[config.mk]
export PLATFORM = sky130hd
export DESIGN_NAME = byte_packer
export DESIGN_NICKNAME = d
export VERILOG_FILES = /design/src/rtl/byte_packer.sv
export SDC_FILE = /design/constraint.sdc
export NUM_CORES = 1
export LEC_CHECK = 0
export CORE_UTILIZATION = 50
export CTS_CLUSTER_DIAMETER = 50
export DETAILED_ROUTE_END_ITERATION = 10
export PLACE_DENSITY_LB_ADDON = 0.25
export SLEW_MARGIN = 20
export SYNTH_ARGS = -nofsm -noshare
export SYNTH_HDL_FRONTEND = slang
export SYNTH_SLANG_ARGS = --single-unit
[constraint.sdc]
create_clock -name clk_sys -period 2.7 [get_ports clk_sys]
set_input_delay 0.54 -clock clk_sys [delete_from_list [all_inputs] [get_ports clk_sys]]
set_output_delay 0.54 -clock clk_sys [all_outputs]
set_load 0.05 [all_outputs]
[src/rtl/byte_packer.sv]
// byte_packer: packs SYS_DWIDTH bytes into MST_DWIDTH words, MSB lane first,
// with end-of-message flush and a 2-entry word FIFO on a valid/busy handshake.
module byte_packer #(
   parameter int                    MST_DWIDTH = 32,
   parameter int                    SYS_DWIDTH = 8,
   parameter logic [SYS_DWIDTH-1:0] EOM_BYTE   = 8'hFA
) (
   input  logic                  clk_sys,
   input  logic                  rst,
   input  logic [SYS_DWIDTH-1:0] data_i,
   input  logic                  valid_i,
   output logic                  busy,
   output logic [MST_DWIDTH-1:0] data_o,
   output logic                  valid_o,
   input  logic                  busy_i,
   output logic                  msg_done
);

   localparam int S = SYS_DWIDTH;
   localparam int M = MST_DWIDTH;

   logic [1:0]   lane_q, lane_d;
   logic [M-1:0] acc_q, acc_d;
   logic [M-1:0] word;
   logic [M-1:0] mem_q [2];
   logic         tag_q [2];
   logic         wr_ptr_q, wr_ptr_d;
   logic         rd_ptr_q, rd_ptr_d;
   logic [1:0]   cnt_q, cnt_d;
   logic         done_q, done_d;
   logic         accept, is_eom, push, pop;

   assign busy     = (cnt_q == 2'd2);
   assign valid_o  = (cnt_q != 2'd0);
   assign data_o   = mem_q[rd_ptr_q];
   assign msg_done = done_q;

   // Insert the incoming byte into its lane of the accumulated word
   always_comb begin
      word = acc_q;
      unique case (lane_q)
         2'd0:    word[M-1 -: S]     = data_i;
         2'd1:    word[M-1-S -: S]   = data_i;
         2'd2:    word[M-1-2*S -: S] = data_i;
         default: word[M-1-3*S -: S] = data_i;
      endcase
   end

   // Handshake decode, lane/accumulator and FIFO pointer next-state
   always_comb begin
      accept   = valid_i && !busy;
      is_eom   = (data_i == EOM_BYTE);
      push     = accept && ((lane_q == 2'd3) || is_eom);
      pop      = valid_o && !busy_i;
      lane_d   = lane_q;
      acc_d    = acc_q;
      wr_ptr_d = wr_ptr_q;
      rd_ptr_d = rd_ptr_q;
      cnt_d    = cnt_q;
      done_d   = pop && tag_q[rd_ptr_q];
      if (push) begin
         lane_d   = 2'd0;
         acc_d    = '0;
         wr_ptr_d = ~wr_ptr_q;
      end else if (accept) begin
         lane_d = lane_q + 2'd1;
         acc_d  = word;
      end
      if (pop) begin
         rd_ptr_d = ~rd_ptr_q;
      end
      case ({push, pop})
         2'b10:   cnt_d = cnt_q + 2'd1;
         2'b01:   cnt_d = cnt_q - 2'd1;
         default: cnt_d = cnt_q;
      endcase
   end

   // State registers; the FIFO slot is written on a completing byte
   always_ff @(posedge clk_sys) begin
      if (rst) begin
         lane_q   <= 2'd0;
         acc_q    <= '0;
         wr_ptr_q <= 1'b0;
         rd_ptr_q <= 1'b0;
         cnt_q    <= 2'd0;
         done_q   <= 1'b0;
         mem_q[0] <= '0;
         mem_q[1] <= '0;
         tag_q[0] <= 1'b0;
         tag_q[1] <= 1'b0;
      end else begin
         lane_q   <= lane_d;
         acc_q    <= acc_d;
         wr_ptr_q <= wr_ptr_d;
         rd_ptr_q <= rd_ptr_d;
         cnt_q    <= cnt_d;
         done_q   <= done_d;
         if (push) begin
            mem_q[wr_ptr_q] <= word;
            tag_q[wr_ptr_q] <= is_eom;
         end
      end
   end

endmodule

======== Word level (Yosys, flattened, before mapping) ========
Memory sizes are Yosys's and may differ from the RTL's. A register that Yosys moved wholly into a read port is not among the register bits.
Index checks and enable logic that the tools add are counted.
word-level totals
  register bits after elaboration ......... 39
  RAM bits ................................ 66
  input bits .............................. 12
  output and inout port bits .............. 35
  word-level logic and storage cells ...... 54
  memories ................................ 2
memories
  name   depth  width  read ports  clocked after memory_dff  wr ports  RTL line  RTL
  mem_q  2      32     1           1                         2         25        logic [M-1:0] mem_q [2];
  tag_q  2      1      1           1                         2         26        logic tag_q [2];
cells by class
  $add $sub $neg .......................... 3
  eq/ne operators ......................... 7
  mux-type cells .......................... 20
  bitwise gates (word level) .............. 2
  reduce and logical (&&, ||, !) cells .... 14
operator list
  cell                                              count
  two-way mux 32 bit                                1
  two-way mux 8 bit                                 4
  OR reduction 32 bit                               1
  two-way mux 1 bit                                 14
  == test 2 bit, second input constant              4
  == test 8 bit, second input constant              1
  adder 2 x 1 -> 2 bit, second input constant       2
  == test 2 x 1 -> 1 bit, second input constant     2
  logical AND 1 bit                                 4
  one-hot mux 2 bit (2 select lines)                1
  nonzero test 2 bit                                2
  OR reduction 3 bit                                1
  zero test 1 bit                                   2
  zero test 2 bit                                   1
  NOT 1 bit                                         2
  OR reduction 2 bit                                1
  subtractor 2 x 1 -> 2 bit, second input constant  1
  logical OR 1 bit                                  1
  OR reduction 1 bit                                1

======== Depth between registers and ports, before layout ========
Gate-level depths: netlist of run 1.
  depth after elaboration ................. 9
  gate-level depth with buffers ........... 9
  depth with buffers taken out ............ 8

======== Worst setup path after synthesis of run 1 ========
No wires, ideal clock.
  path type ............................... input to register
  start ................................... in data_i[2]
  end ..................................... mem mem_q[0][0] (netlist bit) (enable)
  setup time .............................. 395 ps
  arrival time ............................ 2,169 ps
  required time ........................... 2,305 ps
  path slack .............................. 136 ps
  stages .................................. 5
  path buffers ............................ 1
  path through ............................ buf_2 > and4bb_1 > a21oi_2 > or3_1 > nand2b_1
RTL lines
  element          RTL line  RTL
  start, declared  10        input logic [SYS_DWIDTH-1:0] data_i,
  end, declared    25

======== Final worst setup path of run 1 ========
  start ................................... reg cnt_q[0]
  end ..................................... out busy
between the ends
  longest elaborated chain between the ends .. 1
ends and longest elaborated chain
  element                 RTL line  RTL
  start, declared         29        logic [1:0] cnt_q, cnt_d;
  start signal, assigned  97        cnt_q <= cnt_d;
  == test 2 bit           33        assign busy = (cnt_q == 2'd2);
  end, declared           12        output logic busy,
Every way passes these cells.

==> results of run 1 <==
[final cells by class]
| cell class | count | area [µm²] | share of cell area [%] |
|---|---|---|---|
| multi-input combinational | 238 | 1760 | 29.8 |
| inverter | 5 | 18.8 | 0.318 |
| clock inverter | 5 | 78.8 | 1.34 |
| clock buffer | 11 | 141 | 2.40 |
| sequential | 106 | 2780 | 47.1 |
| timing repair buffer | 71 | 981 | 16.6 |
| tap | 111 | 139 | 2.35 |
[critical path: cells and delay by family (launching register included)]
kind | cells | cell delay, ps
flops | 1 | 360
simple gates | 1 | 340
buf+inv | 2 | 920
[power by group]
part	internal (µW)	total, µW	switching, µW
registers	1770	1790	21.7
logic	219	492	273
clock network	545	1070	527
[routing by layer]
| metal | vias up | global-route usage [%] | wire length, µm |
|---|---|---|---|
| met2 | 67 | 32.4 | 4360 |
| met1 | 1430 | 25.9 | 4010 |
| li1 | 1413 | - | - |
| met5 | - | 0 | 0 |
| met3 | 19 | 4.01 | 321 |
| met4 | 0 | 10.3 | 265 |
[cells by family (layout without fill, tap and decap cells)]
logic type | count (synthesis) | in the layout | share of synthesized area, %
simple gates | 123 | 123 | 12.5
mux | 97 | 97 | 21.4
buf+inv | 35 | 92 | 3.79
xor+xnor | 3 | 3 | 0.557
fa+ha+maj | 6 | 6 | 1.59
flops | 106 | 106 | 59.0
compound gates | 9 | 9 | 1.14
[final timing paths]
check,start,to,cells after the start
min,acc_q[16]$_SDFFE_PP0P_,acc_q[16]$_SDFFE_PP0P_,2
max,cnt_q[0]$_SDFFE_PP0P_,busy,3
min reg2reg,acc_q[16]$_SDFFE_PP0P_,acc_q[16]$_SDFFE_PP0P_,2
max reg2reg,cnt_q[0]$_SDFFE_PP0P_,cnt_q[1]$_SDFFE_PP0P_,7
[Yosys cell counts]
cell type,number,area share [%]
nor2_2,30,4.0
dfxtp_1,40,17
nor4_1,2,0.27
nand2_2,1,0.13
a21oi_2,1,0.19
edfxtp_1,66,42
xor2_1,1,0.19
nor2_1,72,5.7
or4b_1,1,0.21
mux2_2,32,7.6
and4_1,1,0.19
ha_1,6,1.6
nand4_1,1,0.13
buf_6,4,0.95
clkbuf_2,5,0.53
or4_1,1,0.16
o21bai_1,1,0.16
and4bb_1,1,0.27
inv_1,5,0.40
a21oi_1,4,0.42
nand2b_1,2,0.27
mux2i_1,65,14
nor4b_1,1,0.19
or3_1,2,0.27
nand3_1,5,0.53
buf_4,1,0.16
clkbuf_1,14,1.1
nand2_1,3,0.24
a21o_1,1,0.16
o21ai_0,2,0.21
buf_2,6,0.64
xnor2_1,2,0.37
[registers in the layout (all words and copies together) (netlist names), named ones only]
register / cells
rd_ptr_q: 1
wr_ptr_q: 1
tag_q: 2
acc_q: 32
lane_q: 2
cnt_q: 2
msg_done: 1
mem_q: 64
[stage by stage]
stage                     setup slack [ps]  hold slack, ps  total power, µW  util (%)  cells
after floorplan                        136             463             2110         -    379
after detailed placement               109             486             2320      61.8    531
after global placement                 196             474             2310      61.8    531
after global routing                  93.2             532             3460      64.2    547
after CTS                              164             508             3370      64.2    547
final                                  178             501             3360      64.2    547
==> results.py, run 1 <==
metrics = {
    "clock_tree": {
        "clockBufferDepth": 2,
        "tritoncts.num_buffers": 9,
        "cts_max_level": 3,
        "cts-root-buf": "clkbuf_8",
        "path_clk_slew_ps": 90,
        "hold_buffers": 0,
        "postCtsSetupRepairBufs": 0,
        "cts_resized": 0,
        "cts_sinks": 106,
        "cts_tree": "built",
        "insertion_delay_ps": 370,
    },
    "placement": {
        "io_buffers": 46,
        "place_area_mm2": 0.00568,
        "dpl.hpwl_mm": 6.05,
        "routabilityCongestion": 0.753,
    },
    "grt": {
        "grt_pass1_wl_mm": 14.9,
        "grt_pass1_vias": 2960,
        "grt_max_degree": 22,
        "grt_overflow": 0,
        "antenna_found_initial": 0,
        "track_usage_pct": 20.1,
    },
    "drt": {
        "first_iter_violations": 174,
        "firstDrtPassIters": 4,
        "drtAntennaViolNets": 0,
        "via_count": 2929,
        "routed_wirelength_mm": 8.95,
        "post_drt_wl_per_cell_um": 16.4,
        "drt-vias-per-instance": 5.35,
        "drc_errors": 0,
    },
    "sta": {
        "setup_violations": 0,
        "fin_tns_setup_ps": 0,
        "fin_skew_ps": 12.6,
        "fmax_ghz": 0.397,
        "grt_setup_unrepaired": "no",
        "max_slew.worst_pin.slew_ps": 530,
        "drv_slew": 0,
        "fin_crit_sh_pct": 93.4,
        "final_hold_viol_count": 0,
        "finalCriticalPeriod_ps": 2520,
        "timing.slew.headroom_pct": 64.5,
    },
    "setup_path": {
        "cp_cell_sequence": "nand2b_1 > inv_1 > clkdlybuf4s50_1",
        "start_kind": "flip-flop",
        "crit_required_ps": 2160,
        "cp.arrival_ps": 1980,
        "cp_max_fo": 8,
        "ff2ff_setup_slack_ps": 520,
        "end_kind": "primary output",
        "slowest_stage": "clkdlybuf4s50_1",
        "crit_type": "flip-flop to primary output",
        "slowest_delay_ps": 800,
    },
    "floorplanning": {
        "start_util_pct": 51.3,
        "fp.dieH_um": 99.2,
        "coreArea_mm2": 0.00920,
        "ioPinCount": 47,
        "die_x_um": 99.2,
        "die_area_mm2": 0.00983,
        "row_count": 35,
    },
    "flow_run": {
        "cap_violations": 0,
    },
    "yosys": {
        "syn-cell-area_mm2": 0.00472,
        "yosysSeqAreaShare_pct": 59.0,
        "synthCells": 379,
        "yosys.cell_types.count": 32,
        "synth_nets": 397,
        "post_synth.cell_area_avg_um2": 12.5,
        "ys_ff_latch": 106,
        "ys_warn_count": 0,
    },
    "cells_and_area": {
        "final_cell_mix": "72 x nor2_1, 66 x edfxtp_1, 65 x mux2i_1",
        "area_growth_pct": 25.1,
        "final_cell_area_mm2": 0.00590,
        "fillerInstances": 714,
        "final_common_cell": "nor2_1",
        "drive_gt1_share_pct": 31.2,
        "nNetsFinal": 449,
        "num_antenna_cells": 0,
    },
    "worst_hold_path": {
        "holdCritPathClass": "flip-flop to flip-flop",
    },
    "power": {
        "power_leakage_uw": 0.00234,
        "cellPowerDensity_mw_per_mm2": 568,
        "peakVddDrop_uv": 279,
    },
    "status": {
        "status": "completed",
    },
}
No activity file was read; power rests on OpenSTA's default activity.
==> inputs of run 2 (changes only) <==
Settings changed: CORE_MARGIN set to 4.
Clock period 2.7 ns to 2.4 ns, I/O delays scaled along.
==> results.py, run 2 (same netlist as run 1, synthesis figures left out) <==
metrics = {
    "status": {
        "status": "completed",
    },
    "cells_and_area": {
        "area_growth_pct": 25.3,
        "ff_latch_area_mm2": 0.00278,
        "final_cell_area_mm2": 0.00592,
        "drive_gt1_share_pct": 31.5,
        "top_register": "mem_q",
        "fin_cells": 546,
        "fillerInstances": 721,
        "multi_input_area_mm2": 0.00176,
        "largest_register_ffs": 64,
        "reg_top3": "mem_q (64), acc_q (32)",
        "final_common_cell": "nor2_1",
        "final_cell_mix": "72 x nor2_1, 66 x edfxtp_1, 65 x mux2i_1",
        "nNetsFinal": 448,
        "num_antenna_cells": 0,
    },
    "setup_path": {
        "cp.arrival_ps": 1700,
        "rr_startpoint": "cnt_q[0]$_SDFFE_PP0P_",
        "crit_required_ps": 1920,
        "rr_worst_depth": 5,
        "cp_max_fo": 4,
        "end_kind": "primary output",
        "timing.rr.end": "mem_q[1][28]$_SDFFCE_PN0P_",
        "ff2ff_setup_slack_ps": 310,
        "start_kind": "flip-flop",
        "crit_type": "flip-flop to primary output",
    },
    "clock_tree": {
        "cts_max_level": 3,
        "cts_sinks": 106,
        "path_clk_slew_ps": 100,
        "clockBufferDepth": 2,
        "cts_tree": "built",
        "tritoncts.num_buffers": 9,
        "insertion_delay_ps": 360,
        "cts-root-buf": "clkbuf_8",
        "hold_buffers": 0,
    },
    "worst_hold_path": {
        "holdCritPathClass": "flip-flop to flip-flop",
        "hold_path_depth": 2,
        "hold_start": "acc_q[27]$_SDFFE_PP0P_",
        "min_to": "acc_q[27]$_SDFFE_PP0P_",
    },
    "sta": {
        "grt_setup_unrepaired": "no",
        "timing.slew.headroom_pct": 63.4,
        "fin_skew_ps": 8.77,
        "fin_tns_setup_ps": 0,
        "max_slew.worst_pin.slew_ps": 548,
        "setup_violations": 0,
        "final_hold_viol_count": 0,
        "fmax_ghz": 0.458,
        "fin_crit_sh_pct": 91.0,
        "holdWs_ps": 503,
        "drv_slew": 0,
        "timing.final.ws_setup_ps": 216,
        "finalCriticalPeriod_ps": 2180,
    },
    "floorplanning": {
        "die_x_um": 105,
        "row_count": 35,
        "ioPinCount": 47,
        "die_area_mm2": 0.0111,
        "fp.dieH_um": 105,
        "coreArea_mm2": 0.00920,
        "start_util_pct": 51.3,
    },
    "power": {
        "cellPowerDensity_mw_per_mm2": 623,
        "peakVddDrop_uv": 340,
        "power_leakage_uw": 0.00235,
    },
    "drt": {
        "first_iter_violations": 176,
        "firstDrtPassIters": 4,
        "drt-vias-per-instance": 5.30,
        "post_drt_wl_per_cell_um": 16.5,
        "via_count": 2893,
        "routed_wirelength_mm": 8.98,
        "drc_errors": 0,
        "drtAntennaViolNets": 0,
    },
    "placement": {
        "place_area_mm2": 0.00572,
        "io_buffers": 46,
        "routabilityCongestion": 0.776,
        "pre_cts_ws_ps": -57.6,
        "dpl.hpwl_mm": 5.95,
        "place_inst": 530,
    },
    "grt": {
        "grt_max_degree": 34,
        "grt_pass1_vias": 2944,
        "grt_overflow": 0,
        "grt_pass1_wl_mm": 14.9,
        "track_usage_pct": 17.1,
        "antenna_found_initial": 0,
    },
    "flow_run": {
        "cap_violations": 0,
    },
}
[run 2: changes by cell type in the layout (fill, tap and decap cells not counted)]
cell             delta
inv_6               +2
clkbuf_8            -1
dlygate4sd2_1       +1
clkdlybuf4s50_1     -1
bufinv_16           -1
clkinv_4            +3
nand2b_1            -1
clkinvlp_4          -2
buf_4               -4
clkinv_1            -1
buf_12              +3
nand2b_2            +1
[run 2: critical path, stage by stage, from the launching register on]
cell	delay, ps
dfxtp_1	400
nor2_1	100
inv_1	60
clkdlybuf4s50_1	790
[run 2: timing repair]
item,4_1_cts,5_1_grt
resized for setup,1,0
buffers inserted,0,0
hold endpoints to repair,0,0
endpoints found under the setup margin,1,0
[run 2: per-layer routing]
| layer | part of all wire (%) | vias to the layer above | GRT usage, % |
|---|---|---|---|
| met5 | 0 | - | 0 |
| li1 | - | 1417 | - |
| met2 | 49 | 59 | 29.8 |
| met4 | 2.3 | 0 | 6.56 |
| met3 | 3.8 | 12 | 3.09 |
| met1 | 45 | 1405 | 21.2 |
[run 2: worst max-delay path by stage]
stage                                           end  cells past startpoint                  start
after global placement        cnt_q[1]$_SDFFE_PP0P_                      8              data_i[0]
final                                       valid_o                      3  cnt_q[0]$_SDFFE_PP0P_
after detailed placement      cnt_q[1]$_SDFFE_PP0P_                      8              data_i[0]
after floorplan           mem_q[1][0]$_SDFFCE_PN0P_                      5              data_i[2]
after global routing                        valid_o                      3  cnt_q[0]$_SDFFE_PP0P_
after CTS                                   valid_o                      3  cnt_q[0]$_SDFFE_PP0P_
[run 2: report_power, final]
group	switching [µW]	internal, µW	leakage, µW
clock	616	497	0.000101
combinational	307	252	0.00124
sequential	24.4	1990	0.00101
total	948	2740	0.00235
[run 2: layout make-up]
| cell class | instances | area share (%) |
|---|---|---|
| clock inverters | 6 | 1.25 |
| flip-flops and latches | 106 | 47.0 |
| multi-input cells | 238 | 29.8 |
| repair buffers | 70 | 17.1 |
| inverters | 5 | 0.317 |
| well taps | 111 | 2.35 |
| clock buffers | 10 | 2.16 |
[run 2: stage by stage]
step | utilization, % | total power [µW]
final | 64.3 | 3690
after global routing | 64.3 | 3810
after CTS | 64.3 | 3710
after detailed placement | 62.1 | 2620
after global placement | 62.1 | 2610
after floorplan | - | 2380
==> inputs of run 3 (changes only) <==
Settings changed: CTS_BUF_LIST set to sky130_fd_sc_hd__clkbuf_8, GPL_TIMING_DRIVEN set to 0.
==> results.py, run 3 (same netlist as run 1, synthesis figures left out) <==
metrics = {
    "setup_path": {
        "start_kind": "flip-flop",
        "crit_required_ps": 1920,
        "cp_max_fo": 6,
        "ff2ff_setup_slack_ps": 220,
        "slowest_delay_ps": 700,
        "cp.arrival_ps": 1850,
        "end_kind": "primary output",
        "crit_buf_inv": 1,
        "crit_family": "buffers and inverters",
        "cp_cell_sequence": "mux2_2 > clkdlybuf4s50_1",
        "crit_type": "flip-flop to primary output",
        "slowest_stage": "clkdlybuf4s50_1",
    },
    "clock_tree": {
        "cts_tree": "built",
        "cts_sinks": 106,
        "cts-root-buf": "clkbuf_8",
        "cts_max_level": 3,
        "insertion_delay_ps": 370,
        "hold_buffers": 0,
        "tritoncts.num_buffers": 9,
        "clockBufferDepth": 2,
        "path_clk_slew_ps": 90,
    },
    "grt": {
        "grt_max_degree": 34,
        "grt_overflow": 0,
        "use_met3_pct": 2.66,
        "track_usage_pct": 17.8,
        "grt_pass1_vias": 3076,
        "met1_usage_pct": 21.9,
        "grt.busiest_layer": "met2",
        "grt_pass1_wl_mm": 15.2,
        "met2_usage_pct": 30.0,
        "antenna_found_initial": 0,
    },
    "drt": {
        "drt-vias-per-instance": 5.29,
        "via_count": 2870,
        "drc_errors": 0,
        "first_iter_violations": 115,
        "routed_wirelength_mm": 9.29,
        "post_drt_wl_per_cell_um": 17.1,
        "firstDrtPassIters": 4,
        "drtAntennaViolNets": 0,
    },
    "floorplanning": {
        "ioPinCount": 47,
        "start_util_pct": 51.3,
        "row_count": 35,
        "fp.dieH_um": 105,
        "die_x_um": 105,
        "coreArea_mm2": 0.00920,
        "die_area_mm2": 0.0111,
    },
    "power": {
        "power_leakage_uw": 0.00222,
        "cellPowerDensity_mw_per_mm2": 671,
        "peakVddDrop_uv": 284,
        "pwr-share-seq_pct": 55.2,
        "p_switching_uw": 910,
        "comb_power_share_pct": 11.8,
        "switching_share_pct": 24.9,
        "p_int_uw": 2740,
        "p_clk_share_pct": 33.0,
    },
    "cells_and_area": {
        "drive_gt1_share_pct": 24.5,
        "top_register": "mem_q",
        "final_common_cell": "nor2_1",
        "area_growth_pct": 15.4,
        "nNetsFinal": 445,
        "fillerInstances": 777,
        "num_antenna_cells": 0,
        "final_cell_mix": "72 x nor2_1, 66 x edfxtp_1, 65 x mux2i_1",
        "fin_cells": 543,
        "reg_top3": "mem_q (64), acc_q (32)",
        "post-route-util_pct": 59.2,
        "largest_register_ffs": 64,
    },
    "sta": {
        "max_slew.worst_pin.slew_ps": 685,
        "grt_setup_unrepaired": "no",
        "fmax_ghz": 0.429,
        "timing.slew.headroom_pct": 54.3,
        "drv_slew": 0,
        "setup_violations": 0,
        "fin_skew_ps": 9.77,
        "finalCriticalPeriod_ps": 2330,
        "timing.final.ws_setup_ps": 67.0,
        "final_hold_viol_count": 0,
        "fin_crit_sh_pct": 97.2,
    },
    "placement": {
        "routabilityCongestion": 0.776,
        "pre_cts_ws_ps": -407,
        "dpl.hpwl_mm": 6.21,
        "io_buffers": 37,
        "place_inst": 528,
    },
    "worst_hold_path": {
        "holdCritPathClass": "primary input to flip-flop",
    },
    "flow_run": {
        "cap_violations": 0,
    },
    "status": {
        "status": "completed",
    },
}
## run 3: final timing paths
path | start | to | depth (start not counted)
setup / recovery | flip-flop | data_o[31] | 2
hold / removal | data_i[0] | acc_q[16]$_SDFFE_PP0P_ | 3
setup reg to reg | lane_q[0]$_SDFFE_PP0P_ | acc_q[12]$_SDFFE_PP0P_ | 6
hold reg to reg | acc_q[26]$_SDFFE_PP0P_ | acc_q[26]$_SDFFE_PP0P_ | 2
## run 3: timing repair
| action | 4_1_cts | 5_1_grt |
|---|---|---|
| pin swaps | 0 | 0 |
| setup endpoints to repair | 32 | 41 |
| buffers inserted | 0 | 0 |
| gates resized for setup | 37 | 11 |
## run 3: area by class of cell
type,count,area [µm²],share of cell area (%)
well taps,111,139,2.55
inverters,5,18.8,0.345
flip-flops and latches,106,2780,51.1
repair buffers,38,348,6.38
multi-input cells,238,1770,32.5
clock inverters,6,81.3,1.49
plain buffers,29,168,3.08
clock buffers,10,138,2.53
## run 3: per-stage QoR
| step | TNS [ps] | instance area (µm²) | total power, µW | hold slack, ps |
|---|---|---|---|---|
| finish | 0 | 5450 | 3650 | 409 |
| global route | 0 | 5450 | 3770 | 423 |
| CTS | 0 | 5450 | 3670 | 397 |
| detailed placement | -17650 | 5260 | 2510 | 483 |
| global placement | -34720 | 5230 | 2500 | 474 |
| floorplan | 0 | 4720 | 2380 | 463 |
## run 3: worst register-to-register path, stage by stage (launching register included)
cell	delay [ps]
dfxtp_1	360
inv_1	120
ha_1	150
clkbuf_1	500
nand3_1	580
mux2i_1	300
nor2_1	60
## run 3: metal layers
metal | share of wire [%] | wire (µm)
met1 | 45 | 4180
met2 | 49 | 4520
met3 | 3.3 | 309
met4 | 3.0 | 280
met5 | 0 | 0
## run 3: power groups by stage
stage / sequential [µW] / combinational (µW) / clock [µW]
4_1_cts: 2020 / 436 / 1220
3_3_place_gp: 2060 / 443 / 0
3_5_place_dp: 2060 / 454 / 0
2_1_floorplan: 2050 / 324 / 0
5_1_grt: 2020 / 463 / 1290
6_report: 2020 / 431 / 1210
